==> config.mk <==
export PLATFORM = sky130hd
export DESIGN_NAME = sipo_deserializer
export DESIGN_NICKNAME = d
export VERILOG_FILES = /design/src/rtl/sipo_pkg.sv /design/src/rtl/sipo_out_buf.sv /design/src/rtl/sipo_deserializer.sv
export SDC_FILE = /design/constraint.sdc
export NUM_CORES = 1
export LEC_CHECK = 0
export CORE_MARGIN = 4
export CORE_UTILIZATION = 48
export DETAILED_ROUTE_END_ITERATION = 10
export HOLD_SLACK_MARGIN = 0.03
export PLACE_DENSITY = 0.75
export REMOVE_ABC_BUFFERS = 1
export SKIP_LAST_GASP = 1
export SLEW_MARGIN = 5
export SYNTH_ARGS = -nofsm -noshare
export SYNTH_HDL_FRONTEND = slang
export SYNTH_SLANG_ARGS = --single-unit
==> constraint.sdc <==
create_clock -name clk -period 2.3 [get_ports clk]
set_clock_uncertainty 0.1 [all_clocks]
set_input_delay 0.23 -clock clk [delete_from_list [all_inputs] [get_ports clk]]
set_output_delay 0.23 -clock clk [all_outputs]
set_load 0.01 [all_outputs]
==> src/rtl/sipo_pkg.sv <==
`default_nettype none
// ============================================================================
// Module   : sipo_pkg
// Purpose  : Shared types and helpers for the serial-in, parallel-out
//            deserializer: the framing FSM state type and the bit-counter
//            width function.
// Ports    : (package, none)
// Revision : 1.0 - initial release
// ============================================================================
package sipo_pkg;

  // Framing FSM: IDLE waits for a frame_start bit, SHIFT collects the rest.
  typedef enum logic [0:0] {
    IDLE  = 1'b0,
    SHIFT = 1'b1
  } sipo_state_e;

  // Counter width sized so WIDTH itself is representable.
  function automatic int cnt_width(input int width);
    return $clog2(width + 1);
  endfunction

endpackage : sipo_pkg
`default_nettype wire

==> src/rtl/sipo_out_buf.sv <==
`default_nettype none
// ============================================================================
// Module   : sipo_out_buf
// Purpose  : One-entry valid/ready holding register for completed words.
//            A completed word loads when the entry is empty or is being
//            consumed in the same cycle; otherwise it is dropped and a
//            one-cycle overrun pulse is raised.
// Ports    : clk, rst_n        - clock, async active-low reset
//            word_done, word   - completion strobe and assembled word
//            dout_ready        - consumer accept
//            dout, dout_valid  - held word and its valid flag
//            overrun           - registered pulse, completed word dropped
// Revision : 1.0 - initial release
// ============================================================================
module sipo_out_buf
  import sipo_pkg::*;
#(
  parameter int WIDTH = 4
) (
  input  logic             clk,
  input  logic             rst_n,
  input  logic             word_done,
  input  logic [WIDTH-1:0] word,
  input  logic             dout_ready,
  output logic [WIDTH-1:0] dout,
  output logic             dout_valid,
  output logic             overrun
);

  logic [WIDTH-1:0] dout_q, dout_d;
  logic             valid_q, valid_d;
  logic             overrun_q, overrun_d;
  logic             load;

  always_comb begin
    // A pending word being consumed this cycle frees the slot for the new one.
    load      = word_done & (~valid_q | dout_ready);
    overrun_d = word_done & valid_q & ~dout_ready;
    dout_d    = dout_q;
    valid_d   = valid_q;
    if (load) begin
      dout_d  = word;
      valid_d = 1'b1;
    end else if (valid_q && dout_ready) begin
      // dout keeps its last value after consumption.
      valid_d = 1'b0;
    end
  end

  always_ff @(posedge clk or negedge rst_n) begin
    if (!rst_n) begin
      dout_q    <= '0;
      valid_q   <= 1'b0;
      overrun_q <= 1'b0;
    end else begin
      dout_q    <= dout_d;
      valid_q   <= valid_d;
      overrun_q <= overrun_d;
    end
  end

  assign dout       = dout_q;
  assign dout_valid = valid_q;
  assign overrun    = overrun_q;

endmodule : sipo_out_buf
`default_nettype wire

==> src/rtl/sipo_deserializer.sv <==
`default_nettype none
// ============================================================================
// Module   : sipo_deserializer
// Purpose  : Collects a framed, bit-strobed serial stream into WIDTH-bit
//            words and presents them through a one-word valid/ready buffer.
//            Flags mid-word resynchronisation and dropped words.
// Ports    : clk, rst_n                  - clock, async active-low reset
//            sin, sin_valid, frame_start - serial bit, strobe, word start
//            dout, dout_valid, dout_ready- parallel output handshake
//            overrun                     - pulse, completed word dropped
//            frame_err                   - pulse, partial word discarded
// Revision : 1.0 - initial release
// ============================================================================
module sipo_deserializer
  import sipo_pkg::*;
#(
  parameter int WIDTH     = 4,
  parameter bit MSB_FIRST = 1'b1
) (
  input  logic             clk,
  input  logic             rst_n,
  input  logic             sin,
  input  logic             sin_valid,
  input  logic             frame_start,
  output logic [WIDTH-1:0] dout,
  output logic             dout_valid,
  input  logic             dout_ready,
  output logic             overrun,
  output logic             frame_err
);

  localparam int                CNT_W    = cnt_width(WIDTH);
  localparam logic [CNT_W-1:0]  LAST_CNT = CNT_W'(WIDTH - 1);
  localparam bit                SINGLE   = (WIDTH == 1);

  sipo_state_e      state_q, state_d;
  logic [CNT_W-1:0] cnt_q, cnt_d;
  logic [WIDTH-1:0] sh_q, sh_d;
  logic [WIDTH-1:0] sh_base;
  logic [WIDTH-1:0] sh_ins;
  logic             frame_err_q, frame_err_d;
  logic             accept;
  logic             word_done;

  // A frame_start bit begins from a clean register so no stale bits of an
  // abandoned word can leak into the new one.
  assign sh_base = frame_start ? '0 : sh_q;

  // Bit insertion: new bit enters at the LSB and moves toward the MSB for
  // MSB-first streams, and the mirror image for LSB-first streams.
  if (WIDTH == 1) begin : g_single
    assign sh_ins = sin;
  end else if (MSB_FIRST) begin : g_msb_first
    assign sh_ins = {sh_base[WIDTH-2:0], sin};
  end else begin : g_lsb_first
    assign sh_ins = {sin, sh_base[WIDTH-1:1]};
  end

  always_comb begin
    accept      = sin_valid & (frame_start | (state_q == SHIFT));
    frame_err_d = sin_valid & frame_start & (state_q == SHIFT);
    // A start bit completes a word only when the word is one bit wide.
    word_done   = accept & (frame_start ? SINGLE : (cnt_q == LAST_CNT));

    state_d = state_q;
    cnt_d   = cnt_q;
    sh_d    = sh_q;
    if (accept) begin
      sh_d = sh_ins;
      if (word_done) begin
        state_d = IDLE;
        cnt_d   = '0;
      end else if (frame_start) begin
        state_d = SHIFT;
        cnt_d   = CNT_W'(1);
      end else begin
        cnt_d   = cnt_q + CNT_W'(1);
      end
    end
  end

  always_ff @(posedge clk or negedge rst_n) begin
    if (!rst_n) begin
      state_q     <= IDLE;
      cnt_q       <= '0;
      sh_q        <= '0;
      frame_err_q <= 1'b0;
    end else begin
      state_q     <= state_d;
      cnt_q       <= cnt_d;
      sh_q        <= sh_d;
      frame_err_q <= frame_err_d;
    end
  end

  assign frame_err = frame_err_q;

  // sh_ins is the fully assembled word in the cycle word_done is high.
  sipo_out_buf #(
    .WIDTH (WIDTH)
  ) u_out_buf (
    .clk        (clk),
    .rst_n      (rst_n),
    .word_done  (word_done),
    .word       (sh_ins),
    .dout_ready (dout_ready),
    .dout       (dout),
    .dout_valid (dout_valid),
    .overrun    (overrun)
  );

endmodule : sipo_deserializer
`default_nettype wire

# --- Yosys cells after proc, flatten, opt, wreduce, memory -nomap -nowiden ---
# Index checks and enable logic that the tools add are counted.
totals:
  input_bits: 6
  output_inout_bits: 7
  ff_bits: 14
  wordCells: 32
classes:
  reduce_logical: 4
  n_addsub: 1
  n_bitwise: 11
  n_eq_ne: 1
  muxes: 8
ops:
  columns: ["op", "count"]
  rows:
  - ["3-bit 2-to-1 mux", 3]
  - ["1-bit bitwise AND", 7]
  - ["1-bit 2-to-1 mux", 5]
  - ["2-bit nonzero test", 2]
  - ["3-bit by 1-bit adder with 3-bit output (second input constant)", 1]
  - ["3-bit by 2-bit == test with 1-bit output (second input constant)", 1]
  - ["1-bit inverter", 2]
  - ["1-bit OR", 2]
  - ["2-bit AND reduction", 1]
  - ["1-bit logical AND", 1]

# --- Depth between registers and ports, before layout ---
depth:
  ltp_word: 5
  ltp_mapped: 5
  depth_no_buf: 5

# --- Cells and area by module ---
# From an unflattened synthesis, not the netlist that was laid out.
hier_totals:
  cells_unflattened: 51
  area_unflattened_um2: 671.9
modules_own_cells:
  columns: ["module", "cells_per_inst", "seq_area_each_um2", "n_inst", "area_each_um2"]
  rows:
  - ["sipo_deserializer", 36, 200.2, 1, 425.4]
  - ["sipo_out_buf", 15, 150.1, 1, 246.5]

# --- Worst setup path before layout ---
# No wires, ideal clock.
synth_timing:
  path_type: "reg2reg"
  start: "register cnt_q[0]"
  end: "register u_out_buf.dout_q[0], in the netlist u_out_buf.dout[0]"
  arrival_time_ps: 1355
  path_slack_ps: 720
  setup_time_ps: 125
  period_less_slack_ps: 1580
  path_stages_with_launch: 6
  required_ps: 2075
  n_path_buf: 0
  path_cell_list: "dfrtp_1 > ha_1 > ha_1 > nand4b_4 > nor2b_4 > mux2_2"
synth_between:
  elab_chain_cells: 4
synth_lines:
  columns: ["item", "line_no", "text"]
  rows:
  - ["from (decl)", "sipo_deserializer.sv:37", "logic [CNT_W-1:0] cnt_q, cnt_d;"]
  - ["from (signal assigned)", "sipo_deserializer.sv:90", "cnt_q <= cnt_d;"]
  - ["3-bit by 2-bit == test with 1-bit output", "sipo_deserializer.sv:63", "word_done = accept & (frame_start ? SINGLE : (cnt_q == LAST_CNT));"]
  - ["1-bit 2-to-1 mux", "sipo_deserializer.sv:63", null]
  - ["1-bit bitwise AND", "sipo_deserializer.sv:63", null]
  - ["1-bit bitwise AND", "sipo_out_buf.sv:37", "load = word_done & (~valid_q | dout_ready);"]
  - ["to (signal assigned)", "sipo_out_buf.sv:56", "dout_q <= dout_d;"]
  - ["to (decl)", "sipo_out_buf.sv:30", "logic [WIDTH-1:0] dout_q, dout_d;"]
# Every way passes these cells.
# A chain may end at the register's enable or synchronous reset.

# --- Worst setup path after layout ---
layout_timing:
  start: "register cnt_q[0]"
  end: "register u_out_buf.dout_q[1], in the netlist u_out_buf.dout[1]"
# The elaborated chain is that of the path after synthesis.

==> reports/results.txt <==
Status: finished, final reports clean
Post-route cell area: 795.8 sq um
GRT Total Usage: 0.1289
Leak pwr: 0.3722 nW
Max VDD drop: 479.7 uV
Max_cap viols: 0
Via count of the first global-routing pass: 421
Drt initial violations: 9
Dpl cells: 80
Hold Buf Count CTS: 0
Setup violators final: 0
Number of synthesized register bits: 14
Fin. max-slew vios: 0
Syn_area_per_cell: 11.57 sq um
Layout cell share with drive strength beyond 1: 0.1594
Clk root buf: clkbuf_4
Post-CTS Setup Inserts: 0
DR pass1 iterations: 4
Via density: 5.494
Die height: 44.75 microns
Die W: 44.75 microns
Final hold slack: 219.4 ps
Synth Instances: 56
CTS tree: done
Setup slack, reg-to-reg: 550 ps
Routability cong.: 0.7204
Pin count of the biggest net entering global routing: 15
Crit path from: cnt_q[0]
Ys flop type: dfrtp_1
Final hold violations: 0
Relative slew margins: 0.6026
Mapped Area: 648.1 sq um
Routed wire length: 1118 microns
Clk slew on worst S/H paths: 80 ps
Fin crit share: 0.7599
Area delta synth->final: 22.78%
Grt total ovfl: 0
Crit path max fanout: 5
Number of port buffers: 12
Setup crit end kind: register
RSZ-0062 raised after global routing: no
Async S/R FF share, synth: 1.000
Clock buffer count from CTS: 3
Core Region: 1186 sq um
Antenna violations before repair: 0
Post-cts sizing count: 0
Clk Latency, worst-skew pair: 280 ps
CTS Buffer Depth: 2
Least-Margin Pin Slew: 594.3 ps
Critical Path RT: 2360 ps
Max Fclk: 0.5721 GHz
Die ar.: 2002 sq um
Post-DP Area: 773.2 sq um
WP data arrival: 1810 ps
Pre-CTS setup slack: 389.1 ps
Startpoint type of the worst setup path: register
DR DRC count: 0
EDFF count, synth: 0
Cell variety after synth: 21
Finished Layout Cells: 83
Worst Hold Class: input pin to async pin
Reg2Reg Depth: 5
Final setup TNS: 0 ps
Setup ws final: 552.2 ps
Total power: 0.7679 mW
Clk sinks: 14
WL/cell: 13.47 microns
Htree depth: 1
Count of boundary I/O pins: 13
Ant diodes: 0
Fillers: 105
Setup CP Type: register to register
Minimum clock period: 1748 ps
Nets: 79
Sequential fraction of the synthesis area: 0.5405
Util after Layout: 0.6709
First-pass GRT wire length: 1828 microns
Worst R2R Start: cnt_q[0]
Rows: 12
Via Count: 456
Pwr Density: 965.0 nW/um^2
R2r endpoint: u_out_buf.dout[1]
Final HPWL DP: 857.6 microns
Warnings from Yosys: 0
ANT nets after route: 0
Starting density of the core: 0.5464
-- critical path, stage by stage (launching register included) --
cell and delay, ps:
dfrtp_1 390, ha_1 160, ha_1 280, nand4b_4 160, nor2b_4 190, mux2_2 350
-- layout make-up --
cell class                      instances  area, sq um  share of cell area
Timing Repair Buffer                   13        127.6              0.1604
Inverter                                5        18.77             0.02358
Multi-Input combinational cell         34        259.0              0.3255
Clock buffer                            3        22.52             0.02830
Tap cell                               14        17.52             0.02201
Sequential cell                        14        350.3              0.4403
-- layout by cell type (no fill, tap or decap), types with 2 or more instances in the layout --
| master | count |
|---|---|
| clkbuf_4 | 3 |
| clkdlybuf4s50_1 | 12 |
| dfrtp_1 | 14 |
| ha_1 | 2 |
| inv_1 | 5 |
| mux2_2 | 5 |
| nand2_1 | 5 |
| nor2_1 | 4 |
| o21ai_0 | 4 |
| o22ai_1 | 2 |
| o41ai_1 | 2 |
-- power by group --
| group | switching, mW | total, mW | internal, mW |
|---|---|---|---|
| clock | 0.0742 | 0.135 | 0.0607 |
| sequential | 0.0545 | 0.372 | 0.317 |
| combinational | 0.115 | 0.261 | 0.147 |
| total | 0.243 | 0.768 | 0.524 |
-- cell families after synthesis --
group                      count (synthesis)  synth area share
AOI/OAI and AO/OA                         11            0.1158
adders and majority gates                  2           0.03860
buffers and inverters                      8           0.05983
DFF                                       14            0.5405
muxes                                      5           0.08687
and+or+nand+nor                           16            0.1583
-- synthesized netlist by cell type (2+ instances only) --
library cell	number	share of area
nand2_1	5	0.029
o22ai_1	2	0.019
buf_4	2	0.023
ha_1	2	0.039
inv_1	5	0.029
mux2_2	5	0.087
o21ai_0	4	0.031
o41ai_1	2	0.027
dfrtp_1	14	0.54
nor2_1	4	0.023
-- registers in the layout, indices dropped and copies added (netlist names) --
name                  cells
u_out_buf.dout_valid      1
sh_q                      3
u_out_buf.overrun         1
frame_err                 1
cnt_q                     3
state_q                   1
u_out_buf.dout            4
-- how the worst max path moves through the flow --
stage | end | depth (start not counted)
2_1_floorplan | u_out_buf.dout[0] | 5
3_3_place_gp | u_out_buf.dout[1] | 4
3_5_place_dp | u_out_buf.dout[1] | 4
4_1_cts | u_out_buf.dout[1] | 5
5_1_grt | u_out_buf.dout[1] | 5
6_report | u_out_buf.dout[1] | 5
-- per-layer routing --
layer  share of wire  up-vias  wire, microns  global-route usage
met4          0.0089        0             10             0.03614
met1            0.45      215            507              0.1624
li1                -      224              -                   -
met3           0.072        3             81             0.04781
met2            0.46       14            519              0.2063
met5               0        -              0                   0
Power figures use the tool's default switching activity.
